### src/rtl/glm_load.sv
// glm_load: fetches a block of host cache lines over CCI-P c0 into one BRAM channel.
// Responses may return in any order; each line is placed in BRAM by its mdata tag.
package glm_ccip_pkg;
    typedef logic [41:0]  t_ccip_clAddr;
    typedef logic [15:0]  t_ccip_mdata;
    typedef logic [511:0] t_ccip_clData;

    typedef enum logic [1:0] {
        eVC_VA  = 2'h0,
        eVC_VL0 = 2'h1,
        eVC_VH0 = 2'h2,
        eVC_VH1 = 2'h3
    } t_ccip_vc;

    typedef enum logic [1:0] {
        eCL_LEN_1 = 2'h0,
        eCL_LEN_2 = 2'h1,
        eCL_LEN_4 = 2'h3
    } t_ccip_clLen;

    typedef enum logic [3:0] {
        eREQ_RDLINE_I = 4'h0,
        eREQ_RDLINE_S = 4'h1
    } t_ccip_c0_req;

    typedef enum logic [3:0] {
        eRSP_RDLINE = 4'h0,
        eRSP_UMSG   = 4'h4
    } t_ccip_c0_rsp;

    typedef struct packed {
        t_ccip_vc     vc_sel;
        logic [1:0]   rsvd1;
        t_ccip_clLen  cl_len;
        t_ccip_c0_req req_type;
        logic [5:0]   rsvd0;
        t_ccip_clAddr address;
        t_ccip_mdata  mdata;
    } t_ccip_c0_ReqMemHdr;

    typedef struct packed {
        t_ccip_vc     vc_used;
        logic         rsvd1;
        logic         hit_miss;
        logic [1:0]   rsvd0;
        logic [1:0]   cl_num;
        t_ccip_c0_rsp resp_type;
        t_ccip_mdata  mdata;
    } t_ccip_c0_RspMemHdr;

    typedef struct packed {
        t_ccip_c0_ReqMemHdr hdr;
        logic               valid;
    } t_if_ccip_c0_Tx;

    typedef struct packed {
        t_ccip_c0_RspMemHdr hdr;
        t_ccip_clData       data;
        logic               rspValid;
        logic               mmioRdValid;
        logic               mmioWrValid;
    } t_if_ccip_c0_Rx;
endpackage

module glm_load
    import glm_ccip_pkg::*;
#(
    parameter int NUM_LOAD_CHANNELS = 2,
    parameter int BRAM_ADDR_WIDTH   = 10
) (
    input  logic                         clk,
    input  logic                         reset,
    input  logic                         op_start,
    output logic                         op_done,
    input  logic [31:0]                  regs [7],
    input  t_ccip_clAddr                 in_addr,
    input  t_ccip_clAddr                 out_addr,
    input  logic                         c0TxAlmFull,
    input  t_if_ccip_c0_Rx               cp2af_sRx_c0,
    output t_if_ccip_c0_Tx               af2cp_sTx_c0,
    output logic [NUM_LOAD_CHANNELS-1:0] bram_we,
    output logic [BRAM_ADDR_WIDTH-1:0]   bram_waddr,
    output logic [511:0]                 bram_wdata
);
    typedef enum logic [1:0] {
        S_IDLE,
        S_PREPROCESS,
        S_READ,
        S_DONE
    } t_state;

    t_state                       r_state;
    t_state                       w_next;
    logic [31:0]                  r_offset [3];
    t_ccip_clAddr                 r_base;
    logic [15:0]                  r_length;
    logic [15:0]                  r_num_req;
    logic [15:0]                  r_num_rsp;
    logic [3:0]                   r_channel;
    logic [BRAM_ADDR_WIDTH-1:0]   r_bram_base;
    logic [1:0]                   r_idx;
    logic [31:0]                  w_offset;
    logic                         w_req;
    logic                         w_rsp;
    logic                         w_last;
    logic [NUM_LOAD_CHANNELS-1:0] w_we_mask;
    logic                         w_unused;

    assign w_req  = (r_state == S_READ) && !c0TxAlmFull
                    && (r_num_req < r_length);
    assign w_rsp  = (r_state == S_READ) && cp2af_sRx_c0.rspValid
                    && (cp2af_sRx_c0.hdr.resp_type == eRSP_RDLINE);
    assign w_last = w_rsp && (r_num_rsp == r_length - 16'd1);

    always_comb begin
        w_offset = r_offset[2];
        case (r_idx)
            2'd0:    w_offset = r_offset[0];
            2'd1:    w_offset = r_offset[1];
            default: w_offset = r_offset[2];
        endcase
    end

    // Out-of-range channel selects nothing, but the load still completes.
    always_comb begin
        w_we_mask = '0;
        for (int i = 0; i < NUM_LOAD_CHANNELS; i++) begin
            if (r_channel == 4'(i)) w_we_mask[i] = 1'b1;
        end
    end

    always_comb begin
        w_next = r_state;
        case (r_state)
            S_IDLE: begin
                if (op_start) begin
                    w_next = (regs[4][15:0] == 16'd0) ? S_DONE : S_PREPROCESS;
                end
            end
            S_PREPROCESS: if (r_idx == 2'd2) w_next = S_READ;
            S_READ:       if (w_last) w_next = S_DONE;
            S_DONE:       w_next = S_IDLE;
            default:      w_next = S_IDLE;
        endcase
    end

    always_ff @(posedge clk) begin
        if (reset) r_state <= S_IDLE;
        else       r_state <= w_next;
    end

    always_ff @(posedge clk) begin
        af2cp_sTx_c0 <= '0;
        op_done      <= 1'b0;
        bram_we      <= '0;
        if (reset) begin
            r_num_req <= '0;
            r_num_rsp <= '0;
            r_idx     <= '0;
        end else begin
            case (r_state)
                S_IDLE: begin
                    if (op_start) begin
                        r_offset[0] <= regs[0];
                        r_offset[1] <= regs[1];
                        r_offset[2] <= regs[2];
                        r_base      <= (regs[3][31] ? in_addr : out_addr)
                                       + {11'd0, regs[3][30:0]};
                        r_length    <= regs[4][15:0];
                        r_channel   <= regs[5][3:0];
                        r_bram_base <= regs[6][BRAM_ADDR_WIDTH-1:0];
                        r_num_req   <= '0;
                        r_num_rsp   <= '0;
                        r_idx       <= '0;
                    end
                end
                S_PREPROCESS: begin
                    r_base <= r_base + {10'd0, w_offset};
                    r_idx  <= r_idx + 2'd1;
                end
                S_READ: begin
                    if (w_req) begin
                        af2cp_sTx_c0.valid        <= 1'b1;
                        af2cp_sTx_c0.hdr.address  <= r_base + {26'd0, r_num_req};
                        af2cp_sTx_c0.hdr.mdata    <= r_num_req;
                        af2cp_sTx_c0.hdr.req_type <= eREQ_RDLINE_I;
                        af2cp_sTx_c0.hdr.vc_sel   <= eVC_VA;
                        af2cp_sTx_c0.hdr.cl_len   <= eCL_LEN_1;
                        r_num_req                 <= r_num_req + 16'd1;
                    end
                    if (w_rsp) begin
                        bram_we    <= w_we_mask;
                        bram_waddr <= r_bram_base
                            + cp2af_sRx_c0.hdr.mdata[BRAM_ADDR_WIDTH-1:0];
                        bram_wdata <= cp2af_sRx_c0.data;
                        r_num_rsp  <= r_num_rsp + 16'd1;
                    end
                end
                S_DONE:  op_done <= 1'b1;
                default: ;
            endcase
        end
    end

    assign w_unused = &{1'b0, cp2af_sRx_c0.mmioRdValid,
                        cp2af_sRx_c0.mmioWrValid,
                        cp2af_sRx_c0.hdr.vc_used, cp2af_sRx_c0.hdr.rsvd1,
                        cp2af_sRx_c0.hdr.hit_miss, cp2af_sRx_c0.hdr.rsvd0,
                        cp2af_sRx_c0.hdr.cl_num,
                        cp2af_sRx_c0.hdr.mdata[15:BRAM_ADDR_WIDTH],
                        regs[4][31:16], regs[5][31:4],
                        regs[6][31:BRAM_ADDR_WIDTH]};
endmodule

### config.mk
export PLATFORM = sky130hd
export DESIGN_NAME = glm_load
export DESIGN_NICKNAME = d
export VERILOG_FILES = /design/src/rtl/glm_load.sv
export SDC_FILE = /design/constraint.sdc
export NUM_CORES = 1
export LEC_CHECK = 0
export ABC_AREA = 0
export BUFFER_PORTS_ARGS = -buffer_cell sky130_fd_sc_hd__buf_4
export CAP_MARGIN = 20
export CORE_AREA = 2 2 564 566
export CTS_CLUSTER_DIAMETER = 50
export CTS_CLUSTER_SIZE = 30
export DETAILED_ROUTE_END_ITERATION = 10
export DIE_AREA = 0 0 566 568
export MAX_ROUTING_LAYER = met4
export PLACE_DENSITY_LB_ADDON = 0.3
export SYNTH_ARGS = -nofsm -noshare
export SYNTH_HDL_FRONTEND = slang
export SYNTH_SLANG_ARGS = --single-unit
### constraint.sdc
create_clock -name clk -period 67.4 [get_ports clk]
set_input_delay 6.74 -clock clk [delete_from_list [all_inputs] [get_ports clk]]
set_output_delay 6.74 -clock clk [all_outputs]
set_load 0.05 [all_outputs]
* Yosys cells after proc, flatten, opt, wreduce, memory -nomap -nowiden
Memory sizes are Yosys's and may differ from the RTL's. Index checks and enable logic that the tools add are counted.
Operators by class: add/subtract/negate cells 8, order comparisons 1, eq/ne operators 12, mux-type cells 24, bitwise gates (word level) 4, reductions and logical operators 23
Operators by type and width (count):
- $mux W42 | 2
- $pmux W42 S2 | 1
- $pmux W16 S2 | 2
- $pmux W32 S2 | 1
- $mux W16 | 3
- $add A42 B16 Y42 | 1
- $add A42 B31 Y42 | 1
- $add A42 B32 Y42 | 1
- $add A16 B1 Y16 const B | 2
- $reduce_and A3 Y1 | 6
- $eq A16 B16 Y1 | 1
- $logic_not A16 Y1 | 1
- $lt A16 B16 Y1 | 1
- $sub A16 B1 Y16 const B | 1
- $add A10 B10 Y10 | 1
- $mux W2 | 5
- $ne A2 B2 Y1 const B | 5
- $logic_not A4 Y1 | 2
- $mux W1 | 8
- $pmux W2 S4 | 1
- $eq A2 B2 Y1 const B | 3
- $reduce_or A3 Y1 | 2
- $logic_and A1 B1 Y1 | 5
- $eq A2 B1 Y1 const B | 2
- other kinds (9) | 14
Storage, ports and cells: register bits after elaboration 692, bits in writable memories 96, bits of input ports 855, output and inout port bits 600, logic and storage cells 88, memories kept 1
Memories:
- r_offset | depth 3, bits a word 32, rd ports 3, clocked after Yosys merged registers in 0, wr ports 3, RTL line 94 | logic [31:0] r_offset [3];

* Longest topological paths before layout
Gate-level depths: netlist of run 1.
word-level depth 6, depth in mapped cells 19, depth with buffers taken out 17

* Worst setup path before layout of run 1
OpenSTA, ideal clock, no wires.
path kind input-to-reg, start input port cp2af_sRx_c0[532] in the netlist's numbering, end register bram_waddr[0] (enable), arrival time 28.810 ns, data required time 65.977 ns, path slack 37.168 ns, stages on the path 3, buffers on the path 0, path through nor4_1 -> nand3_1 -> nor2_1
Between the ends: longest elaborated chain between the ends 3
RTL lines:
- start: declaration | RTL line 79 | input t_if_ccip_c0_Rx cp2af_sRx_c0,
- $logic_not A4 Y1 | RTL line 112 | && (cp2af_sRx_c0.hdr.resp_type == eRSP_RDLINE);
- $logic_and A1 B1 Y1 | RTL line 112
- $reduce_and A3 Y1 (no line)
- end signal: assignment | RTL line 193 | bram_waddr <= r_bram_base
- end: declaration | RTL line 82 | output logic [BRAM_ADDR_WIDTH-1:0] bram_waddr,
No other way between the ends. A chain may end at the register's enable or synchronous reset.

* Final worst setup path of run 1
start input port regs[127] in the netlist's numbering, end register r_base[36] (data pin)
Between the ends: longest elaborated chain between the ends 4
RTL lines:
- start: declaration | RTL line 75 | input logic [31:0] regs [7],
- $mux W42 | RTL line 167 | r_base <= (regs[3][31] ? in_addr : out_addr)
- $add A42 B31 Y42 | RTL line 168 | + {11'd0, regs[3][30:0]};
- $mux W42 | RTL line 163 | if (op_start) begin
- $pmux W42 S2 | RTL line 161 | case (r_state)
- end signal: assignment | RTL line 167
- end signal: assignment | RTL line 178 | r_base <= r_base + {10'd0, w_offset};
- end: declaration | RTL line 95 | t_ccip_clAddr r_base;
No other way between the ends. The select of a mux whose other input is x is not followed.

==> metrics.md, run 1 <==
| Metric | Value |
|---|---|
| Final wirelength | `228 mm` |
| CP max-delay cell | `o21ai_0` |
| Critical Path RT | `67,900 ps` |
| DRC | `0` |
| Post-synth EDFFs | `690` |
| 1st-iter DRT viols | `1,681` |
| Clk_skew | `86.8 ps` |
| Drt pass-1 iters | `5` |
| Most frequent CP cell | `nand3_1` |
| CP Max Fanout | `46` |
| Clk slew on worst S/H paths | `60 ps` |
| Layout area overhead | `66.7%` |
| Die area | `0.321 sq mm` |
| Initial Utilization | `10.0%` |
| Via count | `25,400` |
| Vias/cell | `3.18` |
| Place WS | `56,530 ps` |
| Die height | `568 um` |
| Final HPWL DP | `199 mm` |
| TritonCTS Buffers | `162` |
| Syn Area/Cell | `14.8 sq um` |
| GRT Total Usage | `14.1%` |
| H-tree levels | `4` |
| CP max stage delay | `450 ps` |
| Per-cell routed wire length | `28.5 um` |
| Postcts setup bufs | `0` |
| Final WS setup | `57,410 ps` |
| Root buffer cell | `clkbuf_16` |
| Status | `completed` |
| Final Cycle Share | `14.8%` |
| CTS tree | `yes` |
| Row count | `207` |
| Seq cells post-synth | `788` |
| Fmax | `100 MHz` |
| RSZ-0062 raised after global routing | `false` |
| Worst path cell trace | `buf_4, mux2_2, ha_1, fa_1, a211oi_1, nor2_1, o221ai_1, nand3_1, o21ai_0, nand3_1, nand4_1, xor2_1, mux2i_1` |
| VDD IR max | `16.3 uV` |
| Die W | `566 um` |
| Worst-Skew Late Latency | `810 ps` |
| Synth async-reset ratio | `0%` |
| Hold Crit Class | `reg2reg` |
| CTS resizes | `0` |
| Fill count | `34,900` |
| Seq/Total Area, Yosys | `71.6%` |
| Hold_buf cts | `0` |
| Synth warn | `0` |
| First-pass GRT wire length | `283 mm` |
| Worst setup SP type | `primary input` |
| Pleak | `0.0203 uW` |
| Mapped Cells | `2,137` |
| Delay-heaviest family, CP | `compound AO/OA/AOI/OAI gates` |
| Core Footprint | `0.316 sq mm` |
| Clock sinks | `788` |
| Post-synth top flop | `edfxtp_1` |
| Final ANT Viol Nets | `0` |
| Kind of end point of the critical path | `register` |
| Worst-Margin Slew | `1050 ps` |
| Initial antenna violation count | `257` |
| PD cells | `33.4 mW/mm^2` |
| Synth Cell Area | `0.0317 sq mm` |
| Largest net degree at the start of global routing | `151` |
| Final #Nets | `4,599` |
| Synth cell types | `76` |
| Setup violators final | `0` |
| Worst path arrival time | `10,490 ps` |
| Bufs on Longest Clock Path | `4` |
| RD Place Congestion | `0.866` |
| Vias in the first global route | `25,900` |
| Max-cap viol count | `0` |
| Final Max Tran Viols | `0` |
| Critical Setup Path Class | `in2reg` |
| WP buf/inv | `1` |
| GRT overflow | `0` |
| Setup TNS | `0 ps` |
| Final Hold Viols | `0` |
| Max-slew headroom | `30.2%` |
| Post-layout minimum cycle time | `9990 ps` |
| Port Buffers | `1,356` |
| I/O pins | `1,455` |
| Layout cells sized above 1 | `45.9%` |
flip-flops by register name, indices dropped and copies added, names as in the netlist:
name	count
r_base	42
bram_waddr	10
r_num_req	16
r_channel	4
r_num_rsp	16
r_bram_base	10
bram_wdata	512
bram_we	2
r_state	2
r_idx	2
af2cp_sTx_c0	59
r_offset	96
op_done	1
r_length	16
synthesized netlist by cell type, types with 19 or more instances:
cell | number | area, sq um
edfxtp_1 | 690 | 20700
clkbuf_1 | 45 | 169
and3_1 | 23 | 144
nand3_1 | 45 | 225
a21oi_1 | 98 | 490
a22oi_1 | 33 | 248
xor2_1 | 87 | 762
and2_1 | 25 | 156
nand4_1 | 38 | 238
xnor2_1 | 77 | 674
dfxtp_1 | 98 | 1960
nand2_1 | 147 | 552
o21ai_0 | 71 | 355
nor2_1 | 141 | 529
ha_1 | 115 | 1440
mux2_2 | 37 | 417
nor3_1 | 19 | 95.1
inv_1 | 52 | 195
mux2i_1 | 19 | 190
a21o_1 | 48 | 360
report_power, final:
group / switching, uW / internal, uW / total, uW / leakage (uW)
Combinational: 198 / 133 / 331 / 0.0105
Clock: 318 / 522 / 840 / 0.00273
Sequential: 26.3 / 566 / 593 / 0.00704
kinds of logic after synthesis:
kind of cell,share of synthesized area (%)
flops,71.6
simple gates,8.18
compound gates,7.26
xor+xnor,4.54
buf+inv,1.66
fa+ha+maj,4.80
mux,1.92
other cells,0.0118
worst register-to-register path: stages (launching register included):
cell and delay, ps:
dfxtp_1 360, inv_1 90, ha_1 200, buf_4 250, nor2_2 240, buf_4 390, a21o_1 360, inv_1 100
fa_1 440, nor2b_1 170, o2111ai_1 210, a21oi_1 420, o21ai_0 310, a21oi_1 410, a221o_1 400, nand2_1 100
xor2_1 170, mux2i_1 100
cells in the final DEF (no fill, tap or decap), drive strengths merged, types with 47 or more instances in the layout:
cell type and count:
diode 47, inv 103, nor2 142, xor2 87
edfxtp 690, clkbuf 174, a21oi 98, xnor2 77
a21o 48, o21ai 74, buf 1378, dfxtp 98
ha 115, nand2 147
per-stage QoR:
stage	utilization [%]	power (uW)	instances	hold WS [ps]	area (sq um)
floorplan	-	803	2152	416	31700
global route	16.7	1850	7966	451	52700
global placement	14.9	936	7640	422	47000
CTS	16.7	1800	7935	438	52700
finish	16.7	1760	7982	436	52800
detailed placement	14.9	937	7641	430	47100
routing by layer:
metal  vias to the layer above  GRT usage [%]  part of all wire (%)
li1                      11100              -                     -
met1                     12100           13.1                    33
met2                      1547           26.7                    54
met3                       652           4.94                   8.7
met4                         0           4.44                   4.0
met5                         -              -                     0
layout make-up:
cell class / instances / area [sq um] / share of cell area, %
Antenna cell: 47 / 118 / 0.223
Clock inverter: 120 / 1420 / 2.69
Clock buffer: 174 / 4190 / 7.94
Timing Repair Buffer: 1378 / 10400 / 19.7
Tap cell: 4180 / 5230 / 9.91
Inverter: 54 / 203 / 0.384
Multi-Input combinational cell: 1241 / 8560 / 16.2
Sequential cell: 788 / 22700 / 43.0
path summary, 6_finish.rpt:
path	startpoint	end	slack [ps]	depth (start not counted)
max reg2reg	r_idx[0]	r_base[40]	62430	17
min	r_channel[0]	bram_we[0]	440	1
min reg2reg	r_channel[0]	bram_we[0]	440	1
max	regs[127]	r_base[36]	57410	13
Note: power is estimated with default switching activity, not from simulation.
==> inputs of run 2 (changes only) <==
==> constraint.sdc (replaced) <==
create_clock -name clk -period 9.93 [get_ports clk]
set_input_delay 0.993 -clock clk [delete_from_list [all_inputs] [get_ports clk]]
set_output_delay 0.993 -clock clk [all_outputs]
set_load 0.05 [all_outputs]
==> run 2 against run 1 <==
Against the previous run:
- first-iteration DRC count fell by 3.9%
- utilization barely moved
- worst hold slack got worse by 140 ps
- final cell count fell by 0.24%
- count of clock-buffer cells in the layout rose by 2
- via count fell by 0.36%
- power rose to 6.8 times the previous value
- wire length fell by 1.0%
- clock power rose to 6.7 times the previous value
- critical endpoint is now r_base[30]
- highest routed layer unchanged
==> metrics.md, run 2 (synthesis gave the netlist of run 1 again) <==
| Metric | Value |
|---|---|
| Status | `completed` |
| Place WS | `4900 ps (-51,630 ps)` |
| Worst-Margin Slew | `901 ps (-146 ps)` |
| Worst setup SP type | `register` |
| Row count | `207 (unchanged)` |
| DRC | `0 (unchanged)` |
| Vias in the first global route | `25,600 (-1.2%)` |
| Final Cycle Share | `48.0%` |
| Layout cells sized above 1 | `45.7% (-0.25 points)` |
| Clk slew on worst S/H paths | `60 ps (about the same)` |
| Clock sinks | `788 (unchanged)` |
| Setup violators final | `0 (unchanged)` |
| Initial Utilization | `10.0% (unchanged)` |
| Critical Setup Path Class | `reg2reg` |
| Fill count | `34,900 (-0.031%)` |
| GRT overflow | `0 (unchanged)` |
| Core Footprint | `0.316 sq mm (unchanged)` |
| Non-Filler Instances | `7,963 (-0.24%)` |
| Clk_skew | `95.8 ps (+9.04 ps)` |
| Final HPWL DP | `197 mm (-0.83%)` |
| Most common cell after layout, fill and taps aside | `buf_4` |
| CTS resizes | `0 (unchanged)` |
| RSZ-0062 raised after global routing | `false` |
| I/O pins | `1,455 (unchanged)` |
| Initial antenna violation count | `250 (-2.7%)` |
| Power consumption | `11,900 uW (+580%)` |
| GRT Total Usage | `13.9% (-0.18 points)` |
| Vias/cell | `3.18 (-0.12%)` |
| Most frequent cells in the layout | `1,374 x buf_4, 690 x edfxtp_1, 163 x clkbuf_16` |
| Per-cell routed wire length | `28.3 um (-0.79%)` |
| Final wirelength | `225 mm (-1.0%)` |
| Max-slew headroom | `39.8% (+9.6 points)` |
| Placed insts | `7,640 (-0.013%)` |
| Final WS setup | `5160 ps (-52,250 ps)` |
| Via count | `25,300 (-0.36%)` |
| Layout area overhead | `66.5%` |
| Bufs on Longest Clock Path | `4 (unchanged)` |
| Largest net degree at the start of global routing | `132 (-13%)` |
| Root buffer cell | `clkbuf_16` |
| PD cells | `226 mW/mm^2 (+580%)` |
| First-pass GRT wire length | `280 mm (-1.3%)` |
| Pleak | `0.0203 uW (-0.11%)` |
| CTS tree | `yes` |
| Final ANT Viol Nets | `0 (unchanged)` |
| Kind of end point of the critical path | `register` |
| Worst path arrival time | `5270 ps (-5220 ps)` |
| 1st-iter DRT viols | `1,615 (-3.9%)` |
| RD Place Congestion | `0.855 (-1.3%)` |
| Critical Path RT | `10,430 ps (-57,470 ps)` |
| Worst-Skew Late Latency | `870 ps (+60 ps)` |
| Final Max Tran Viols | `0 (unchanged)` |
| CP Max Fanout | `33 (-28%)` |
| Post-layout minimum cycle time | `4770 ps` |
| Worst hold margin | `299 ps (-138 ps)` |
| H-tree levels | `4 (unchanged)` |
| Drt pass-1 iters | `5 (unchanged)` |
| VDD IR max | `106 uV (+550%)` |
| Final Hold Viols | `0 (unchanged)` |
| Hold Crit Class | `in2reg` |
| Die height | `568 um (unchanged)` |
| Fmax | `210 MHz` |
| Hold_buf cts | `0 (unchanged)` |
| Die area | `0.321 sq mm (unchanged)` |
| Largest regs | `bram_wdata: 512 flops, r_offset: 96 flops, af2cp_sTx_c0: 59 flops` |
| Largest Register | `bram_wdata` |
| Port Buffers | `1,356 (unchanged)` |
| Max FFs per register | `512 (unchanged)` |
| Final #Nets | `4,595 (-0.087%)` |
| TritonCTS Buffers | `159 (-1.9%)` |
| Postcts setup bufs | `0 (unchanged)` |
| CP max stage delay | `440 ps (about the same)` |
| Worst path cell trace | `inv_1, ha_1, buf_4, nor2_2, buf_4, a21o_1, inv_1, fa_1, nor2b_1, o2111ai_1, a21oi_1, o21ai_0, a31oi_1, a21oi_1, o21ai_0, mux2i_1, o22ai_1` |
| Setup TNS | `0 ps (unchanged)` |
| Max-cap viol count | `0 (unchanged)` |
| CP max-delay cell | `fa_1` |
| Die W | `566 um (unchanged)` |
run 2: final timing paths:
kind / depth (start not counted) / startpoint / end / slack (ps)
worst max-delay path: 17 / r_idx[0] / r_base[30] / 5160
worst max register to register: 17 / r_idx[0] / r_base[30] / 5160
worst min register to register: 1 / r_channel[0] / bram_we[0] / 440
worst min-delay path: 1 / cp2af_sRx_c0[498] / bram_wdata[495] / 300
run 2: layout make-up:
| type | instances | area, sq um | area share, % |
|---|---|---|---|
| inverters | 54 | 203 | 0.385 |
| repair buffers | 1377 | 10400 | 19.7 |
| flip-flops and latches | 788 | 22700 | 43.0 |
| clock inverters | 113 | 1430 | 2.72 |
| clock buffers | 176 | 4140 | 7.85 |
| well taps | 4180 | 5230 | 9.92 |
| multi-input cells | 1241 | 8560 | 16.2 |
| diodes | 34 | 85.1 | 0.161 |
run 2: stage by stage:
step | instance area [sq um] | util (%)
floorplan | 31700 | -
global placement | 47100 | 14.9
detailed placement | 47100 | 14.9
CTS | 52600 | 16.6
global route | 52700 | 16.7
finish | 52700 | 16.7
run 2: layer usage:
metal / GRT usage (%) / up-vias / routed length, um
li1: - / 11100 / -
met1: 13.3 / 12000 / 77000
met2: 26.1 / 1570 / 120000
met3: 4.57 / 637 / 17800
met4: 4.45 / 0 / 9930
met5: - / - / 0
run 2: critical path: cells and delay by family, from the launching register on:
| family | cells | cell delay [ps] |
|---|---|---|
| adder cells (fa/ha/maj) | 2 | 640 |
| AND/OR/NAND/NOR | 2 | 370 |
| buffers and inverters | 4 | 780 |
| AO/OA/AOI/OAI | 8 | 2040 |
| multiplexers | 1 | 230 |
| flip-flops | 1 | 350 |
run 2: report_power, final:
part	internal [uW]	switching [uW]
combinational	904	1340
sequential	3840	174
clock	3540	2120
==> inputs of run 3 (changes only) <==
--- a/config.mk
+++ b/config.mk
@@ -5,14 +5,14 @@
 export SDC_FILE = /design/constraint.sdc
 export NUM_CORES = 1
 export LEC_CHECK = 0
-export ABC_AREA = 0
+export ABC_AREA = 1
 export BUFFER_PORTS_ARGS = -buffer_cell sky130_fd_sc_hd__buf_4
 export CAP_MARGIN = 20
-export CORE_AREA = 2 2 564 566
+export CORE_AREA = 2 2 565 567
 export CTS_CLUSTER_DIAMETER = 50
 export CTS_CLUSTER_SIZE = 30
 export DETAILED_ROUTE_END_ITERATION = 10
-export DIE_AREA = 0 0 566 568
+export DIE_AREA = 0 0 567 569
 export MAX_ROUTING_LAYER = met4
 export PLACE_DENSITY_LB_ADDON = 0.3
 export SYNTH_ARGS = -nofsm -noshare
==> constraint.sdc (replaced) <==
create_clock -name clk -period 4 [get_ports clk]
set_input_delay 0.4 -clock clk [delete_from_list [all_inputs] [get_ports clk]]
set_output_delay 0.4 -clock clk [all_outputs]
set_load 0.05 [all_outputs]
==> run 3 against run 2 <==
Against the previous run:
- synthesized cell count rose by 40%
- worst setup slack worse by 4800 ps
- via count grew 28%
- fmax up 30%
- highest routed layer unchanged
==> metrics.md, run 3 <==
| Metric | Value |
|---|---|
| Status | `completed` |
| Placed insts | `8,570 (+12%)` |
| Dominant cell type by area after synthesis | `edfxtp_1` |
| First-pass GRT wire length | `317 mm (+13%)` |
| Worst-Margin Slew | `900 ps (-0.964 ps)` |
| CTS resizes | `0 (unchanged)` |
| Critical Path RT | `4500 ps (-5930 ps)` |
| Largest Register | `bram_wdata` |
| Xor-xnor portion of the synthesized cell area | `1.48% (-3.1 points)` |
| Root buffer cell | `clkbuf_16` |
| Synth Cell Area | `0.0337 sq mm (+6.6%)` |
| CTS tree | `yes` |
| Clock sinks | `788 (unchanged)` |
| Per-cell routed wire length | `26.0 um (-7.9%)` |
| Most frequent cells in the layout | `1,417 x buf_4, 690 x edfxtp_1, 656 x nand2_1` |
| Gr busiest metal | `met2` |
| Most common cell after layout, fill and taps aside | `buf_4` |
| Worst setup SP type | `register` |
| Grt met1 use | `15.3% (+2.0 points)` |
| Clk_skew | `45.2 ps (-50.6 ps)` |
| Hold_buf cts | `640 (+640)` |
| Bufs on Longest Clock Path | `4 (unchanged)` |
| CP Max Fanout | `9 (-73%)` |
| CP max-delay cell | `ha_2` |
| Layout area overhead | `81.5%` |
| Final #Nets | `6,152 (+34%)` |
| Layout cells sized above 1 | `33.1% (-13 points)` |
| RSZ-0062 raised after global routing | `false` |
| Mux cell area share after synthesis | `0% (-1.9 points)` |
| Place WS | `254 ps (-4650 ps)` |
| Synth top area share | `61.4% (-4.0 points)` |
| GRT overflow | `0 (unchanged)` |
| Max-cap viol count | `0 (unchanged)` |
| Die W | `567 um (+0.18%)` |
| Fmax | `273 MHz (+30%)` |
| Commonest cells in the netlist | `690 x edfxtp_1, 656 x nand2_1, 296 x nor2_1, 271 x inv_1, 207 x a21oi_1` |
| 1st-iter DRT viols | `2,124 (+32%)` |
| Final HPWL DP | `218 mm (+11%)` |
| Final WS setup | `341 ps (-4820 ps)` |
| Worst path cell trace | `inv_1, ha_2, nor2_4, buf_4, nand2_1, nand3_1, buf_4, ha_1, a21oi_1, a21boi_0, o21ai_1, nor2_1, o21ai_0, buf_4, o21ai_0, o21ai_0` |
| DRC | `0 (unchanged)` |
| Die height | `569 um (+0.18%)` |
| Post-synthesis simple-gate area fraction | `15.6% (+7.4 points)` |
| Initial antenna violation count | `201 (-20%)` |
| M2 GR Usage | `28.6% (+2.5 points)` |
| PD cells | `498 mW/mm^2 (+120%)` |
| Synth async-reset ratio | `0% (unchanged)` |
| I/O pins | `1,455 (unchanged)` |
| Adder-cell share of the synthesized area | `4.50% (-0.30 points)` |
| Vias/cell | `3.41 (+7.2%)` |
| Kind of end point of the critical path | `register` |
| Largest net degree at the start of global routing | `70 (-47%)` |
| Mapped Cells | `3,001 (+40%)` |
| Final ANT Viol Nets | `0 (unchanged)` |
| Clk slew on worst S/H paths | `50 ps (about the same)` |
| Main combinational cell family by area after synthesis | `simple AND/OR/NAND/NOR gates` |
| Seq/Total Area, Yosys | `67.2% (-4.4 points)` |
| Final wirelength | `248 mm (+9.9%)` |
| Postcts setup bufs | `0 (unchanged)` |
| GRT Total Usage | `15.2% (+1.3 points)` |
| Worst path arrival time | `4160 ps (-1110 ps)` |
| Post-layout minimum cycle time | `3660 ps (-1110 ps)` |
| Met3 Resource Use GR | `3.86% (-0.71 points)` |
| CP max stage delay | `400 ps (-40 ps)` |
| Via count | `32,400 (+28%)` |
| Post-synth EDFFs | `690 (unchanged)` |
| Pleak | `0.0245 uW (+21%)` |
| VDD IR max | `242 uV (+130%)` |
| Die area | `0.323 sq mm (+0.35%)` |
| Final Util | `19.3% (+2.7 points)` |
| Final Cycle Share | `91.5% (+43 points)` |
| Synth warn | `0 (unchanged)` |
| Post-synth top flop | `edfxtp_1` |
| Final Max Tran Viols | `0 (unchanged)` |
| Port Buffers | `1,356 (unchanged)` |
| Final Hold Viols | `0 (unchanged)` |
| Max FFs per register | `512 (unchanged)` |
| Count leader, synth | `edfxtp_1` |
| Initial Utilization | `10.7% (+0.64 points)` |
| Vias in the first global route | `33,500 (+31%)` |
| Hold Crit Class | `in2reg` |
| RD Place Congestion | `0.925 (+8.3%)` |
| Post-synthesis compound-gate area fraction | `7.16% (-0.096 points)` |
| Core Footprint | `0.317 sq mm (+0.16%)` |
| Area contributors post-synth | `edfxtp_1 61%, nand2_1 7.3%, dfxtp_1 5.8%` |
| H-tree levels | `4 (unchanged)` |
| Setup violators final | `0 (unchanged)` |
| Row count | `207 (unchanged)` |
| Non-Filler Instances | `9,508 (+19%)` |
| Fill count | `34,900 (-0.12%)` |
| Critical Setup Path Class | `reg2reg` |
| Max-slew headroom | `39.4% (-0.43 points)` |
| Syn Area/Cell | `11.2 sq um (-24%)` |
| Synth cell types | `54 (-29%)` |
| Drt pass-1 iters | `5 (unchanged)` |
| TritonCTS Buffers | `146 (-8.2%)` |
| Largest regs | `bram_wdata: 512 flops, r_offset: 96 flops, af2cp_sTx_c0: 59 flops` |
| Worst-Skew Late Latency | `790 ps (-80 ps)` |
| Seq cells post-synth | `788 (unchanged)` |
-- run 3: cell count changes in the layout (fill, tap and decap cells not counted), moves of 109 or more --
cell           delta
a21oi_1         +109
dlygate4sd3_1   +640
inv_1           +217
nand2_1         +509
nand3_1         +119
nor2_1          +155
-- run 3: path summary, 6_finish.rpt --
check | from | end | slack, ps | depth (start not counted)
setup / recovery | r_idx[1] | r_base[19] | 340 | 16
hold / removal | regs[96] | r_base[0] | 100 | 4
hold reg to reg | r_num_req[12] | af2cp_sTx_c0[13] | 500 | 2
setup reg to reg | r_idx[1] | r_base[19] | 340 | 16
-- run 3: cells by family (layout without fill, tap and decap cells) --
logic type	after synthesis	after routing
and+or+nand+nor	1250	1250
AOI/OAI and AO/OA	447	447
other	1	48
buffers and inverters	339	2619
adders and majority gates	119	119
xor gates and xnor gates	57	57
DFF	788	788
-- run 3: layout make-up --
class                   instances  area, sq um  area share, %
diodes                         32         80.1          0.131
clock buffers                 152         3740           6.10
clock inverters               114         1290           2.11
inverters                     279         1050           1.71
multi-input cells            1889         9810           16.0
flip-flops and latches        788        22700           37.0
well taps                    4180         5230           8.54
repair buffers               2074        17400           28.4
-- run 3: through the flow --
| step | power [uW] | hold slack (ps) | setup TNS (ps) | area, sq um |
|---|---|---|---|---|
| 3_5_place_dp | 17300 | 496 | 0 | 49700 |
| 2_1_floorplan | 13900 | 410 | -2630500 | 33800 |
| 4_1_cts | 31100 | 22.0 | 0 | 61200 |
| 5_1_grt | 32200 | 66.3 | 0 | 61200 |
| 3_3_place_gp | 17300 | 479 | 0 | 49700 |
| 6_report | 30500 | 104 | 0 | 61300 |
-- run 3: critical path, delay by kind of cell, from the launching register on --
kind | cells | cell delay [ps]
AND/OR/NAND/NOR | 4 | 420
flip-flops | 1 | 320
adder cells (fa/ha/maj) | 2 | 720
AO/OA/AOI/OAI | 6 | 1280
buffers and inverters | 4 | 630
-- run 3: metal layers --
metal,vias up,wire length (um)
li1,14900,-
met1,15400,88500
met2,1538,132000
met3,575,16700
met4,0,10400
met5,-,0
-- run 3: report_power, final --
part	switching, uW	total, uW	leakage, uW	internal [uW]
sequential	452	9960	0.00704	9510
combinational	5000	7750	0.0150	2750
clock	5090	12800	0.00246	7730
total	10500	30500	0.0245	20000
